## config.mk

```make
export PLATFORM = sky130hd
export DESIGN_NAME = alu_divider
export DESIGN_NICKNAME = d
export VERILOG_FILES = /design/src/rtl/alu_divider_pkg.sv /design/src/rtl/alu_divider_div_step.sv /design/src/rtl/alu_divider.sv
export SDC_FILE = /design/constraint.sdc
export NUM_CORES = 1
export LEC_CHECK = 0
export ABC_AREA = 1
export CAP_MARGIN = 0
export CELL_PAD_IN_SITES_DETAIL_PLACEMENT = 1
export CELL_PAD_IN_SITES_GLOBAL_PLACEMENT = 2
export CORE_MARGIN = 2
export CORE_UTILIZATION = 37
export DETAILED_ROUTE_END_ITERATION = 7
export DONT_BUFFER_PORTS = 1
export GPL_ROUTABILITY_DRIVEN = 0
export GPL_TIMING_DRIVEN = 0
export PLACE_DENSITY = 0.9
export SYNTH_ARGS = -nofsm -noshare
export SYNTH_HDL_FRONTEND = slang
export SYNTH_SLANG_ARGS = --single-unit
export TNS_END_PERCENT = 30
```

## constraint.sdc

```tcl
create_clock -name CLK -period 2.36 [get_ports CLK]
set_input_delay 0.354 -clock CLK [delete_from_list [all_inputs] [get_ports CLK]]
set_output_delay 0.354 -clock CLK [all_outputs]
set_load 0.005 [all_outputs]
```

## src/rtl/alu_divider_pkg.sv

```systemverilog
// -----------------------------------------------------------------------------
// alu_divider_pkg
// Shared definitions for the iterative divider that sits beside the ALU in the
// execute stage.
//   div_state_t      : divider control states (IDLE, ITER, FIX)
//   DEF_WORD_WIDTH   : default operand/result width
//   div_cnt_width()  : width of the step counter for a given operand width
// -----------------------------------------------------------------------------
package alu_divider_pkg;

  typedef enum logic [1:0] {
    IDLE = 2'd0,
    ITER = 2'd1,
    FIX  = 2'd2
  } div_state_t;

  localparam int DEF_WORD_WIDTH = 8;

  // The counter must hold the value word_width itself, hence the +1.
  function automatic int div_cnt_width(input int w);
    return $clog2(w + 1);
  endfunction

endpackage

```

## src/rtl/alu_divider_div_step.sv

```systemverilog
// -----------------------------------------------------------------------------
// alu_divider_div_step
// One combinational restoring-division step.
//   rem          : partial remainder before the step (always < divisor)
//   dividend_msb : bit shifted into the partial remainder this step
//   divisor      : divisor magnitude
//   rem_next     : partial remainder after the step
//   q_bit        : quotient bit produced by this step
// -----------------------------------------------------------------------------
module alu_divider_div_step #(
  parameter int word_width = 8
) (
  input  logic [word_width-1:0] rem,
  input  logic                  dividend_msb,
  input  logic [word_width-1:0] divisor,
  output logic [word_width-1:0] rem_next,
  output logic                  q_bit
);

  logic [word_width:0] shifted;
  logic [word_width:0] trial;

  assign shifted = {rem, dividend_msb};
  assign trial   = shifted - {1'b0, divisor};

  // Because rem < divisor, shifted < 2*divisor. When shifted's top bit is set
  // the subtraction cannot go negative, and its true result (< divisor) fits
  // in word_width bits, so trial's top bit is then a clean sign bit otherwise.
  assign q_bit    = shifted[word_width] | ~trial[word_width];
  assign rem_next = q_bit ? trial[word_width-1:0] : shifted[word_width-1:0];

endmodule

```

## src/rtl/alu_divider.sv

```systemverilog
// -----------------------------------------------------------------------------
// alu_divider
// Multi-cycle restoring integer divider, signed or unsigned, one quotient bit
// per clock. The control unit pulses START, waits while BUSY, and takes Q/REM/
// DZF when DONE pulses.
//   CLK    : rising-edge clock
//   RST_N  : asynchronous active-low reset
//   START  : request a division (accepted only when idle)
//   SIGNED : 1 = two's-complement operands, sampled at accept
//   A, B   : dividend and divisor, sampled at accept
//   BUSY   : operation in progress
//   DONE   : one-cycle pulse, Q/REM/DZF just updated
//   Q, REM : quotient and remainder, held until the next completion
//   DZF    : divide-by-zero flag of the last completed operation
// -----------------------------------------------------------------------------
module alu_divider
  import alu_divider_pkg::*;
#(
  parameter int word_width = DEF_WORD_WIDTH
) (
  input  logic                  CLK,
  input  logic                  RST_N,
  input  logic                  START,
  input  logic                  SIGNED,
  input  logic [word_width-1:0] A,
  input  logic [word_width-1:0] B,
  output logic                  BUSY,
  output logic                  DONE,
  output logic [word_width-1:0] Q,
  output logic [word_width-1:0] REM,
  output logic                  DZF
);

  localparam int CW = div_cnt_width(word_width);

  div_state_t            state;
  logic [CW-1:0]         count;
  logic                  sgn_op;
  logic                  sign_a;
  logic                  sign_b;
  logic                  dz;
  logic [word_width-1:0] rem;
  logic [word_width-1:0] dividend;
  logic [word_width-1:0] divisor;
  logic [word_width-1:0] a_orig;

  logic [word_width-1:0] a_mag;
  logic [word_width-1:0] b_mag;
  logic [word_width-1:0] rem_next;
  logic                  q_bit;
  logic                  neg_q;
  logic                  neg_r;
  logic [word_width-1:0] q_fix;
  logic [word_width-1:0] rem_fix;

  // Two's-complement negate when neg is set. The most negative value maps to
  // itself, which is exactly its unsigned magnitude.
  function automatic logic [word_width-1:0] cond_negate(
    input logic [word_width-1:0] v,
    input logic                  neg
  );
    return neg ? ('0 - v) : v;
  endfunction

  assign a_mag = cond_negate(A, SIGNED & A[word_width-1]);
  assign b_mag = cond_negate(B, SIGNED & B[word_width-1]);

  alu_divider_div_step #(
    .word_width(word_width)
  ) u_step (
    .rem         (rem),
    .dividend_msb(dividend[word_width-1]),
    .divisor     (divisor),
    .rem_next    (rem_next),
    .q_bit       (q_bit)
  );

  // Quotient is negative when operand signs differ; the remainder follows the
  // dividend's sign so that the quotient truncates toward zero.
  assign neg_q   = sgn_op & (sign_a ^ sign_b);
  assign neg_r   = sgn_op & sign_a;
  assign q_fix   = dz ? '1     : cond_negate(dividend, neg_q);
  assign rem_fix = dz ? a_orig : cond_negate(rem, neg_r);

  assign BUSY = (state != IDLE);

  always_ff @(posedge CLK or negedge RST_N) begin
    if (!RST_N) begin
      state    <= IDLE;
      count    <= '0;
      sgn_op   <= 1'b0;
      sign_a   <= 1'b0;
      sign_b   <= 1'b0;
      dz       <= 1'b0;
      rem      <= '0;
      dividend <= '0;
      divisor  <= '0;
      a_orig   <= '0;
      DONE     <= 1'b0;
      Q        <= '0;
      REM      <= '0;
      DZF      <= 1'b0;
    end else begin
      DONE <= 1'b0;
      case (state)
        IDLE: begin
          if (START) begin
            sgn_op   <= SIGNED;
            sign_a   <= A[word_width-1];
            sign_b   <= B[word_width-1];
            dividend <= a_mag;
            divisor  <= b_mag;
            a_orig   <= A;
            rem      <= '0;
            count    <= CW'(word_width);
            dz       <= (B == '0);
            // A zero divisor skips the iteration entirely.
            state    <= (B == '0) ? FIX : ITER;
          end
        end
        ITER: begin
          // The dividend register shifts out its MSB into the remainder and
          // collects quotient bits at its LSB, ending up as the quotient.
          rem      <= rem_next;
          dividend <= {dividend[word_width-2:0], q_bit};
          count    <= count - CW'(1);
          if (count == CW'(1)) begin
            state <= FIX;
          end
        end
        FIX: begin
          Q     <= q_fix;
          REM   <= rem_fix;
          DZF   <= dz;
          DONE  <= 1'b1;
          state <= IDLE;
        end
        default: begin
          state <= IDLE;
        end
      endcase
    end
  end

endmodule

```

---- After elaboration in Yosys (flattened, before gate mapping) ----
Index checks and enable logic that the tools add are counted.
W data, S select, Z words.
operators by class
  $add $sub $neg .......................... 6
  eq/ne operators ......................... 5
  mux-type cells .......................... 18
  bitwise logic cells ..................... 7
  reductions and logical operators ........ 7
operators by type and width
  cell                   count
  $mux W8                9
  $pmux W8 S2            2
  $sub A1 B8 Y8 const A  4
  $sub A9 B8 Y9          1
  $logic_not A8 Y1       1
  $pmux W4 S2            1
  $mux W2                3
  $reduce_and A2 Y1      3
  $and A1 B1 Y1          4
  $eq A4 B1 Y1 const B   1
  $mux W4                1
  $ne A2 B2 Y1 const B   2
  $pmux W2 S2            1
  $reduce_bool A2 Y1     2
  $sub A4 B1 Y4 const B  1
  $eq A2 B1 Y1 const B   1
  $eq A2 B2 Y1 const B   1
  $logic_not A2 Y1       1
  $mux W1                1
  $not A1 Y1             1
  $or A1 B1 Y1           1
  $xor A1 B1 Y1          1
storage, ports and cells
  bits in registers ....................... 60
  word-level logic and storage cells ...... 57

---- Logic depth before layout (Yosys ltp) ----
  depth in word-level cells ............... 5
  gate-level depth with buffers ........... 13
  depth with buffers taken out ............ 13

---- Modules after synthesis ----
Synthesis repeated with hierarchy kept, for this count alone.
unflattened totals
  cells, all modules ...................... 505
  area total of the unflattened synthesis .. 3751.1 um2
modules (own cells, without submodules)
  module                instances  cells each  area an instance (um2)  seq. area each (um2)
  alu_divider           1          405         3113.0                  1476.4
  alu_divider_div_step  1          100         638.1                   0.0

---- Least setup slack after synthesis ----
Ideal clock, no wire load.
  path kind ............................... flip-flop to flip-flop
  start ................................... register dividend[7]
  end ..................................... register rem[0]
  setup time .............................. 0.123 ns
  arrival ................................. 1.625 ns
  required time ........................... 2.237 ns
  path slack .............................. 0.612 ns
  cell stages (with the launch flop) ...... 12
  buffers on the path ..................... 0
  path through ............................ dfrtp_1 inv_1 ha_1 fa_1 inv_1 nand2_1 nand2_1 nand3_4 nand3_4 nand2_1 nand3_1 o21ai_2
between the ends
  longest elaborated chain between the ends .. 5
ends and longest elaborated chain
  item                      line                        RTL
  start: declaration        alu_divider.sv:43           logic [word_width-1:0] dividend;
  start signal: assignment  alu_divider.sv:111          dividend <= a_mag;
  start signal: assignment  alu_divider.sv:125          dividend <= {dividend[word_width-2:0], q_bit};
  $sub A9 B8 Y9             alu_divider_div_step.sv:24  assign trial = shifted - {1'b0, divisor};
  $not A1 Y1                alu_divider_div_step.sv:29  assign q_bit = shifted[word_width] | ~trial[word_width];
  $or A1 B1 Y1              alu_divider_div_step.sv:29
  $mux W8 (*)               alu_divider_div_step.sv:30  assign rem_next = q_bit ? trial[word_width-1:0] : shifted[word_width-1:0];
  $pmux W8 S2 (*)           alu_divider.sv:105          case (state)
  end signal: assignment    alu_divider.sv:124          rem <= rem_next;
  end: declaration          alu_divider.sv:42           logic [word_width-1:0] rem;
Every way passes the cells marked *; elsewhere a longest branch is shown, timed or not.
A chain may end at the register's enable or synchronous reset.

---- Final worst setup path ----
  start ................................... register dividend[7]
  end ..................................... register rem[5]
between the ends
  longest elaborated chain between the ends .. 5
ends and longest elaborated chain
  item               line
  $sub A9 B8 Y9 (*)  alu_divider_div_step.sv:24
  $not A1 Y1         alu_divider_div_step.sv:29
  $or A1 B1 Y1       alu_divider_div_step.sv:29
  $mux W8 (*)        alu_divider_div_step.sv:30
  $pmux W8 S2 (*)    alu_divider.sv:105
Marked as above.

==> impl_metrics.tcl <==
set metrics [dict create \
    required_ns 2.59 \
    critical_path_arrival_ns 2.27 \
    syn-num-nets 507 \
    synth_top_family_by_area "simple AND/OR/NAND/NOR gates" \
    ys_seq_area_frac 0.407 \
    synth_compound_area_frac 0.140 \
    worst_pin_slew_ns 0.473 \
    final_common_cell "nand2_1" \
    grt_pass1_wl_mm 15.5 \
    portBuffers 0 \
    cap_violations 0 \
    start_kind "register" \
    track_usage 0.189 \
    whs_ns 0.144 \
    yosysWarnings 0 \
    rsz0062_at_grt "false" \
    rows 36 \
    clk_pin_slew_ns 0.07 \
    status "finished clean" \
    firstDrtPassIters 4 \
    synthFlopType "dfrtp_1" \
    grt_max_degree 60 \
    dp_hpwl_mm 7.42 \
    vias_per_cell 4.97 \
    antenna_found_initial 0 \
    postRouteWirelength_mm 9.45 \
    core_area_um2 9640 \
    leakagePower_uw 0.00200 \
    clockBufferDepth 2 \
    cts.sinks 59 \
    wl_per_cell_um 15.2 \
    fin_cells 622 \
    die_area_um2 10600 \
    ys_async_sr_fraction 1.00 \
    grt_pass1_vias 3158 \
    root_buffer "clkbuf_8" \
    htreeDepth 3 \
    synth_xor_area_frac 0.0242 \
    hold_viol 0 \
    tns_ns 0 \
    finalSetupViolations 0 \
    ys_types 40 \
    drt_iter0_drc 166 \
    maxSlewHeadroom 0.682 \
    worstSetupPathType "register to register" \
    drv_slew 0 \
    synth-edff-count 0 \
    clk-insertion-delay-late_ns 0.34 \
    ant_nets 0 \
    cts_buffers 9 \
    cts_tree "built" \
    start_util 0.376 \
    areaGrowthSynthToFinish_pct 10.9 \
    final_nets 520 \
    p_per_area_nw_per_um2 1530 \
    layout_common_cells "nand2_1, inv_1, dfrtp_1" \
    synth_seq_cells 59 \
    synth.mux.area_fraction 0 \
    layout-drive-gt1-share 0.108 \
    avgSynthCellArea_um2 7.68 \
    period_share 0.861 \
    fillers 1236 \
    die_w_um 103 \
    drcViolationCount 0 \
    syn_area_um2 3620 \
    synthCells 472 \
    skew_ns 0.0127 \
    ir_drop_v 0.000471 \
    max_clock_freq_mhz 492 \
    grt.overflow.total 0 \
    final.min_clock_period_ns 2.03 \
    yosys.area_share.simple 0.279 \
    synthAdderAreaFrac 0.0538 \
    worstHoldPathType "primary input to register" \
    path_max_fanout 9 \
    antenna_cells 0 \
    cp-end-kind "register" \
    cts_resized 0 \
    die_h_um 103 \
    ios 39 \
    vias 3090 \
    dp.cells 605 \
]
## worst max-delay path: stages, from the launching register on
cell     delay (ns)
dfrtp_1        0.33
inv_1          0.12
ha_1           0.25
fa_1           0.41
inv_1          0.07
nand2_1        0.04
nand2_1        0.16
nand3_4        0.17
nand3_4        0.15
nand3_1        0.12
nand2_1        0.08
nand2_1        0.04
## layer usage
layer,wire (µm),vias to the layer above,track usage,part of all wire
met5,0,-,0,0
met4,83,0,0.0455,0.0088
met3,320,7,0.0366,0.034
met2,4350,55,0.301,0.46
met1,4700,1469,0.266,0.50
li1,-,1559,-,-
## sequential cells by signal, indices dropped and copies added (netlist names), 2 cells and up
name	flops
Q	8
divisor	8
dividend	8
a_orig	7
count	4
state	2
REM	8
rem	8
## cell type report
cell class	instances	area (µm²)	share of cell area
multi-input cells	330	1800	0.448
flip-flops and latches	59	1480	0.367
inverters	74	280	0.0697
well taps	133	166	0.0414
clock buffers	11	141	0.0352
plain buffers	9	66.3	0.0165
clock inverters	4	51.3	0.0128
repair buffers	2	37.5	0.00933
## what timing repair did
item / 4_1_cts / 5_1_grt
setup endpoints to repair: 0 / 0
hold buffers: 2 / 0
hold endpoints to repair: 59 / 0
setup buffers: 0 / 0
## cell usage after synthesis (2+ instances only)
cell      count  area, µm²
inv_1        66        248
nand2_1     125        469
nor2_1       23       86.3
buf_6         3       33.8
nand3_2       2       20.0
clkinv_2      2       10.0
o211ai_1      4       30.0
o21ai_0      29        145
nand2_4       2       22.5
nor3_1        6       30.0
nand3_4       2       35.0
nand4_1      10       62.6
o22ai_1       3       18.8
dfrtp_1      59       1480
a21oi_1      19       95.1
o21ai_2       5       43.8
o21ai_1      14       70.1
buf_2         5       25.0
ha_1         14        175
xnor2_1       2       17.5
a21oi_2       3       26.3
nand3_1      40        200
xor2_1        8       70.1
o21bai_1      4       30.0
inv_2         5       18.8
nor2_4        3       33.8
## where the power goes
| group | total, µW | switching, µW | internal [µW] |
|---|---|---|---|
| Combinational | 3320 | 2120 | 1210 |
| Sequential | 1890 | 391 | 1500 |
| Clock | 924 | 413 | 511 |
## cell families after synthesis
group                      count (synthesis)
and+or+nand+nor                          219
AOI/OAI and AO/OA                         86
buffers and inverters                     83
DFF                                       59
adders and majority gates                 15
xor gates and xnor gates                  10
## worst paths after layout
kind                                          from                endpoint  slack (ns)  cells after the start
setup / recovery           dividend[7]$_DFFE_PN0P_      rem[5]$_DFFE_PN0P_        0.33                     11
hold / removal                                A[6]   a_orig[6]$_DFFE_PN0P_        0.14                      2
setup reg to reg           dividend[7]$_DFFE_PN0P_      rem[5]$_DFFE_PN0P_        0.33                     11
hold reg to reg               count[3]$_DFFE_PN0P_    count[3]$_DFFE_PN0P_        0.48                      1
max in group asynchronous                    RST_N  divisor[5]$_DFFE_PN0P_        1.54                      2
min in group asynchronous                    RST_N      REM[7]$_DFFE_PN0P_        0.56                      2
## stage by stage
step	power (µW)	setup WS [ns]	instance area (µm²)	utilization
global placement	5080	0.368	3790	0.393
global route	6780	0.153	4020	0.417
CTS	6200	0.328	4020	0.417
detailed placement	5230	0.332	3790	0.393
floorplan	4380	0.612	3620	-
finish	6130	0.328	4020	0.417
Power figures use the tool's default switching activity.
